[config.mk]
export PLATFORM = sky130hd
export DESIGN_NAME = dmux_scan_ctrl
export DESIGN_NICKNAME = d
export VERILOG_FILES = /design/src/rtl/dmux_scan_ctrl.sv
export SDC_FILE = /design/constraint.sdc
export NUM_CORES = 1
export LEC_CHECK = 0
export BUFFER_PORTS_ARGS = -buffer_cell sky130_fd_sc_hd__buf_2
export CAP_MARGIN = 20
export CORE_MARGIN = 3
export CORE_UTILIZATION = 40
export DETAILED_ROUTE_END_ITERATION = 16
export GPL_ROUTABILITY_DRIVEN = 0
export SYNTH_ARGS = -nofsm -noshare
export SYNTH_HDL_FRONTEND = slang
export SYNTH_SLANG_ARGS = --single-unit
export TNS_END_PERCENT = 20
[constraint.sdc]
create_clock -name iclk -period 4.3 [get_ports iclk]
set_input_delay 0.86 -clock iclk [delete_from_list [all_inputs] [get_ports iclk]]
set_output_delay 0.86 -clock iclk [all_outputs]
set_load 0.01 [all_outputs]
[src/rtl/dmux_scan_ctrl.sv]
// Channel scan controller for a 1-to-4 demux: steps the select pair through
// channels 0..3 with a programmable dwell, in single-sweep or continuous mode.
module dmux_scan_ctrl #(
    parameter int unsigned DWELL = 8
) (
    input  logic iclk,
    input  logic irst_n,
    input  logic ien,
    input  logic imode,
    input  logic istart,
    input  logic istop,
    input  logic idata,
    output logic os1,
    output logic os0,
    output logic oc,
    output logic obusy,
    output logic ostrobe,
    output logic osweep_done
);

    localparam int unsigned CNT_W = 8;
    localparam int unsigned CH_W  = 2;
    localparam logic [CNT_W-1:0] CNT_LAST = CNT_W'(DWELL - 1);
    localparam logic [CH_W-1:0]  CH_LAST  = CH_W'(3);

    typedef enum logic {
        IDLE = 1'b0,
        SCAN = 1'b1
    } state_t;

    state_t           state;
    state_t           state_n;
    logic [CH_W-1:0]  chan;
    logic [CH_W-1:0]  chan_n;
    logic [CNT_W-1:0] cnt;
    logic [CNT_W-1:0] cnt_n;
    logic             mode;
    logic             mode_n;
    logic             strobe_n;
    logic             done_n;
    logic             oc_n;
    logic             dwell_end_c;
    logic             sweep_end_c;

    assign dwell_end_c = (cnt == CNT_LAST);
    assign sweep_end_c = dwell_end_c && (chan == CH_LAST);

    // State, datapath and output registers
    always_ff @(posedge iclk or negedge irst_n) begin
        if (!irst_n) begin
            state       <= IDLE;
            chan        <= '0;
            cnt         <= '0;
            mode        <= 1'b0;
            ostrobe     <= 1'b0;
            osweep_done <= 1'b0;
            oc          <= 1'b0;
        end else begin
            state       <= state_n;
            chan        <= chan_n;
            cnt         <= cnt_n;
            mode        <= mode_n;
            ostrobe     <= strobe_n;
            osweep_done <= done_n;
            oc          <= oc_n;
        end
    end

    // Next-state: start, abort, dwell counting and channel advance
    always_comb begin
        state_n = state;
        chan_n  = chan;
        cnt_n   = cnt;
        mode_n  = mode;
        if (state == IDLE) begin
            if (istart && !istop) begin
                state_n = SCAN;
                chan_n  = '0;
                cnt_n   = '0;
                mode_n  = imode;
            end
        end else begin
            if (istop) begin
                state_n = IDLE;
                chan_n  = '0;
                cnt_n   = '0;
            end else if (ien) begin
                if (dwell_end_c) begin
                    cnt_n  = '0;
                    chan_n = chan + CH_W'(1);
                    if (sweep_end_c && mode) begin
                        state_n = IDLE;
                    end
                end else begin
                    cnt_n = cnt + CNT_W'(1);
                end
            end
        end
    end

    // Next values of the pulsed outputs and the routed data bit
    always_comb begin
        strobe_n = 1'b0;
        done_n   = 1'b0;
        oc_n     = 1'b0;
        if (state == IDLE) begin
            strobe_n = (state_n == SCAN);
        end else if (!istop && ien) begin
            done_n   = sweep_end_c;
            // A single sweep ending on the wrap does not open a new dwell
            strobe_n = dwell_end_c && !(sweep_end_c && mode);
        end
        if ((state_n == SCAN) && ien) begin
            oc_n = idata;
        end
    end

    assign os1   = chan[1];
    assign os0   = chan[0];
    assign obusy = (state == SCAN);

endmodule
## Word-level counts from Yosys, hierarchy flattened

Cells that the tools add are included.

| word-level totals | value |
|---|---|
| memory bits (read-only) | 0 |
| bits in latches | 0 |
| input port bits | 7 |
| word-level logic and storage cells | 47 |
| flip-flop bits (word level) | 15 |
| memories | 0 |
| memory bits (writable) | 0 |

| operators by class | value |
|---|---|
| shift operators | 0 |
| div/mod/pow operators | 0 |
| add/subtract/negate cells | 2 |
| mux-type cells | 21 |
| equal/unequal tests | 4 |
| reductions and logical operators | 12 |
| bitwise gates (word level) | 1 |
| multipliers | 0 |
| magnitude comparators | 0 |

Operators by type and width:

| kind | number |
|---|---|
| $mux W8 | 5 |
| $mux W1 | 11 |
| $mux W2 | 5 |
| $add A8 B1 Y8 const B | 1 |
| $eq A8 B3 Y1 const B | 1 |
| $logic_and A1 B1 Y1 | 6 |
| $reduce_and A2 Y1 | 2 |
| $ne A3 B2 Y1 const B | 1 |
| $ne A3 B3 Y1 const B | 1 |
| $reduce_and A3 Y1 | 1 |
| $add A2 B1 Y2 const B | 1 |
| $eq A2 B2 Y1 const B | 1 |
| $logic_not A1 Y1 | 2 |
| $reduce_bool A2 Y1 | 1 |
| $not A1 Y1 | 1 |

## Depth between registers and ports, before layout

| depth | value |
|---|---|
| depth in word-level cells | 10 |
| gate-level depth with buffers | 6 |
| depth with buffers taken out | 5 |

## Least setup slack after synthesis

No wires, ideal clock.

| timing | value |
|---|---|
| path kind | in2reg |
| start | in istart |
| end | reg cnt[5] |
| path slack | 2.493 ns |
| buffers on the path | 0 |
| arrival time | 1.729 ns |
| stages on the path | 4 |
| path through | nand2b_4 o21a_4 or4_1 a21oi_1 |

| on the way | value |
|---|---|
| word-level cells in the longest chain between the ends | 3 |

Ends and longest elaborated chain:

| item | RTL line | RTL |
|---|---|---|
| start, declared | 10 | `input logic istart,` |
| $logic_and A1 B1 Y1 | 76 | `if (istart && !istop) begin` |
| $reduce_bool A2 Y1 (no source line) | - |  |
| $reduce_and A2 Y1 (no source line) | - |  |
| end signal, assigned | 61 | `cnt <= cnt_n;` |
| end, declared | 35 | `logic [CNT_W-1:0] cnt;` |

Every way passes these cells.
A chain may end at the register's enable or synchronous reset.

## Worst setup path after layout

| timing | value |
|---|---|
| start | reg state, in the netlist obusy |
| end | out obusy |

RTL lines:

| item | RTL line | RTL |
|---|---|---|
| start, declared | 31 | `state_t state;` |
| start signal, assigned | 59 | `state <= state_n;` |
| end, declared | 16 | `output logic obusy,` |

No word-level cell between the ends.

==> run metrics <==
status finished clean; Bufs on Longest Clock Path 2; Netlist cell types 31; syn nets 83; first-pass GRT wire length 2.46 mm; Worst-Margin Slew 0.339 ns; area of the multi-input gates 358 um2; ys flop type dfrtp_1; Fin Hold WS 0.471 ns; CTS tree built; max incr delay on CP about 0.48 ns; # rows 15; leakage 0.000388 uW; Inserted Clock Buffers 3; Setup-failing EPs final 0; Startpoint Class flop; Root Driver clkbuf_4; crit-path max FO 9; HP Class in2async; CTS HTree Levels 1; Syn Area/Cell slightly above 10 um2; initial antenna violation count 0; Worst Clk Skew 0.00420 ns; top cell type's share of synthesized area 0.499; min cycle time layout between 1.5 and 2 ns; number of global-route vias before repair around 570; DRT Pass-1 Iters 3; final HPWL from detailed placement 997 um; DR vias 599; Chip Width around 49 um; TNS Setup 0 ns; Hold Vio Cnt, Final 0; Core Box Area 0.00175 mm2; n_diodes 0; Area Growth Syn to Fin 14.6%; initial core utilization 0.431; cts repair resizes 0; all-layer global routing usage 0.130; CP cell instances buf_2; Remaining DRCs 0; fin. max-slew vios 0; synth cell count leaders dfrtp_1 (15), a21oi_1 (6), nand2_1 (5); data required time of the critical path 3.44 ns; worst vdd ir ~0.27 mV; clk slew on worst S/H paths 0.08 ns; WP buf/inv 1; power density cells 294 mW/mm2; wire per inst 12.1 um; IO buf count 12; Relative slew margins 0.774; DR iter-0 viols 11; Skew-Pair Late Insertion Delay 0.27 ns; ANT nets after route 0; CP Class reg2out; Ports 13; Die Area 0.00244 mm2; unrepaired setup endpoints after global routing false; hold_buf cts 0; Post-Syn Area about 750 um2; layout cells sized above 1 0.216; post-DR vias/cell 5.30; # nets final 98; highest-delay cell along the critical path dfrtp_1; clk sinks 15; flops & latches, synth 15; area taken by flip-flops and latches roughly 380 um2; total of max-cap violations 0; top-count cell post-synth dfrtp_1; gr ovfl total 0; sequential fraction of the synthesis area 0.499; CP Capture Type output port; Post-Syn Instances 74; CP top delay family flip-flops; Routed WL around 1.4 mm; EDFF count, synth 0; cell taking the most area after synthesis dfrtp_1; Yosys warning total 0; fin crit share 0.418; worst path arrival time 0.94 ns; asr flop ratio synth 1.00; Filler Cell Count 174; Die Y 49.4 um; largest net degree at the start of global routing 18; top cells by area, synth dfrtp_1 (50%), a21oi_1 (4.0%), ha_1 (3.3%), o31ai_1 (3.0%), o21ai_0 (2.7%); Fmax 0.557 GHz; Post-CTS Setup Inserts 0
## logic make-up (layout without fill, tap and decap cells)
kind of cell,after synthesis,count (layout),share of synthesized area
muxes,2,2,0.0283
adders and majority gates,2,2,0.0333
buffers and inverters,5,19,0.0250
AOI/OAI and AO/OA,20,20,0.176
and+or+nand+nor,30,30,0.238
DFF,15,15,0.499
## through the flow
step,instance area [um2],cells,setup WS (ns),total power (uW),util
2_1_floorplan,752,74,2.49,168,-
3_3_place_gp,836,109,2.30,179,0.479
3_5_place_dp,836,109,2.24,180,0.479
4_1_cts,862,113,2.50,258,0.494
5_1_grt,862,113,2.43,269,0.494
6_report,862,113,2.50,253,0.494
## power breakdown
| group | switching (uW) | internal (uW) |
|---|---|---|
| logic | 16.2 | 11.3 |
| registers | 4.08 | 146 |
| clock network | 40.3 | 35.9 |
| total | 60.5 | 193 |
## placed cells by master, fill, tap and decap left out, types with 2 or more instances in the layout
cell type,n
dfrtp_1,15
buf_2,12
a21oi_1,6
nand2_1,5
nor2_1,4
o21ai_0,4
nand4_1,3
or3_1,3
o31ai_1,3
inv_1,3
clkbuf_4,3
nor3_1,2
and4_1,2
nand2b_1,2
or4_1,2
ha_1,2
## sequential cells by signal, summed over array words and instances (netlist names)
signal	flops
chan	2
oc	1
cnt	8
obusy	1
osweep_done	1
mode	1
ostrobe	1
## final timing paths
kind / from / end / slack (ns) / depth (start not counted)
min in group iclk: chan[0] / chan[0] / 0.52 / 1
worst min register to register: chan[0] / chan[0] / 0.52 / 1
max in group asynchronous: irst_n / cnt[0] / 3.57 / 1
worst min-delay path: irst_n / cnt[7] / 0.47 / 1
worst max-delay path: obusy / obusy / 2.50 / 1
worst max register to register: obusy / cnt[5] / 2.64 / 4
## layout make-up
class	count	area share
well taps	25	0.0363
multi-input cells	54	0.415
inverters	3	0.0131
repair buffers	12	0.0697
clock buffers	4	0.0305
flip-flops and latches	15	0.435
## metal layers
layer | GRT usage | wire length [um] | vias to the layer above | part of all wire
met1 | 0.168 | 680 | 281 | 0.50
met4 | 0.0190 | 10 | 0 | 0.0073
met3 | 0.0550 | 69 | 2 | 0.050
met2 | 0.205 | 607 | 10 | 0.44
met5 | 0 | 0 | - | 0
li1 | - | - | 306 | -
(Power assumes the default switching activity.)
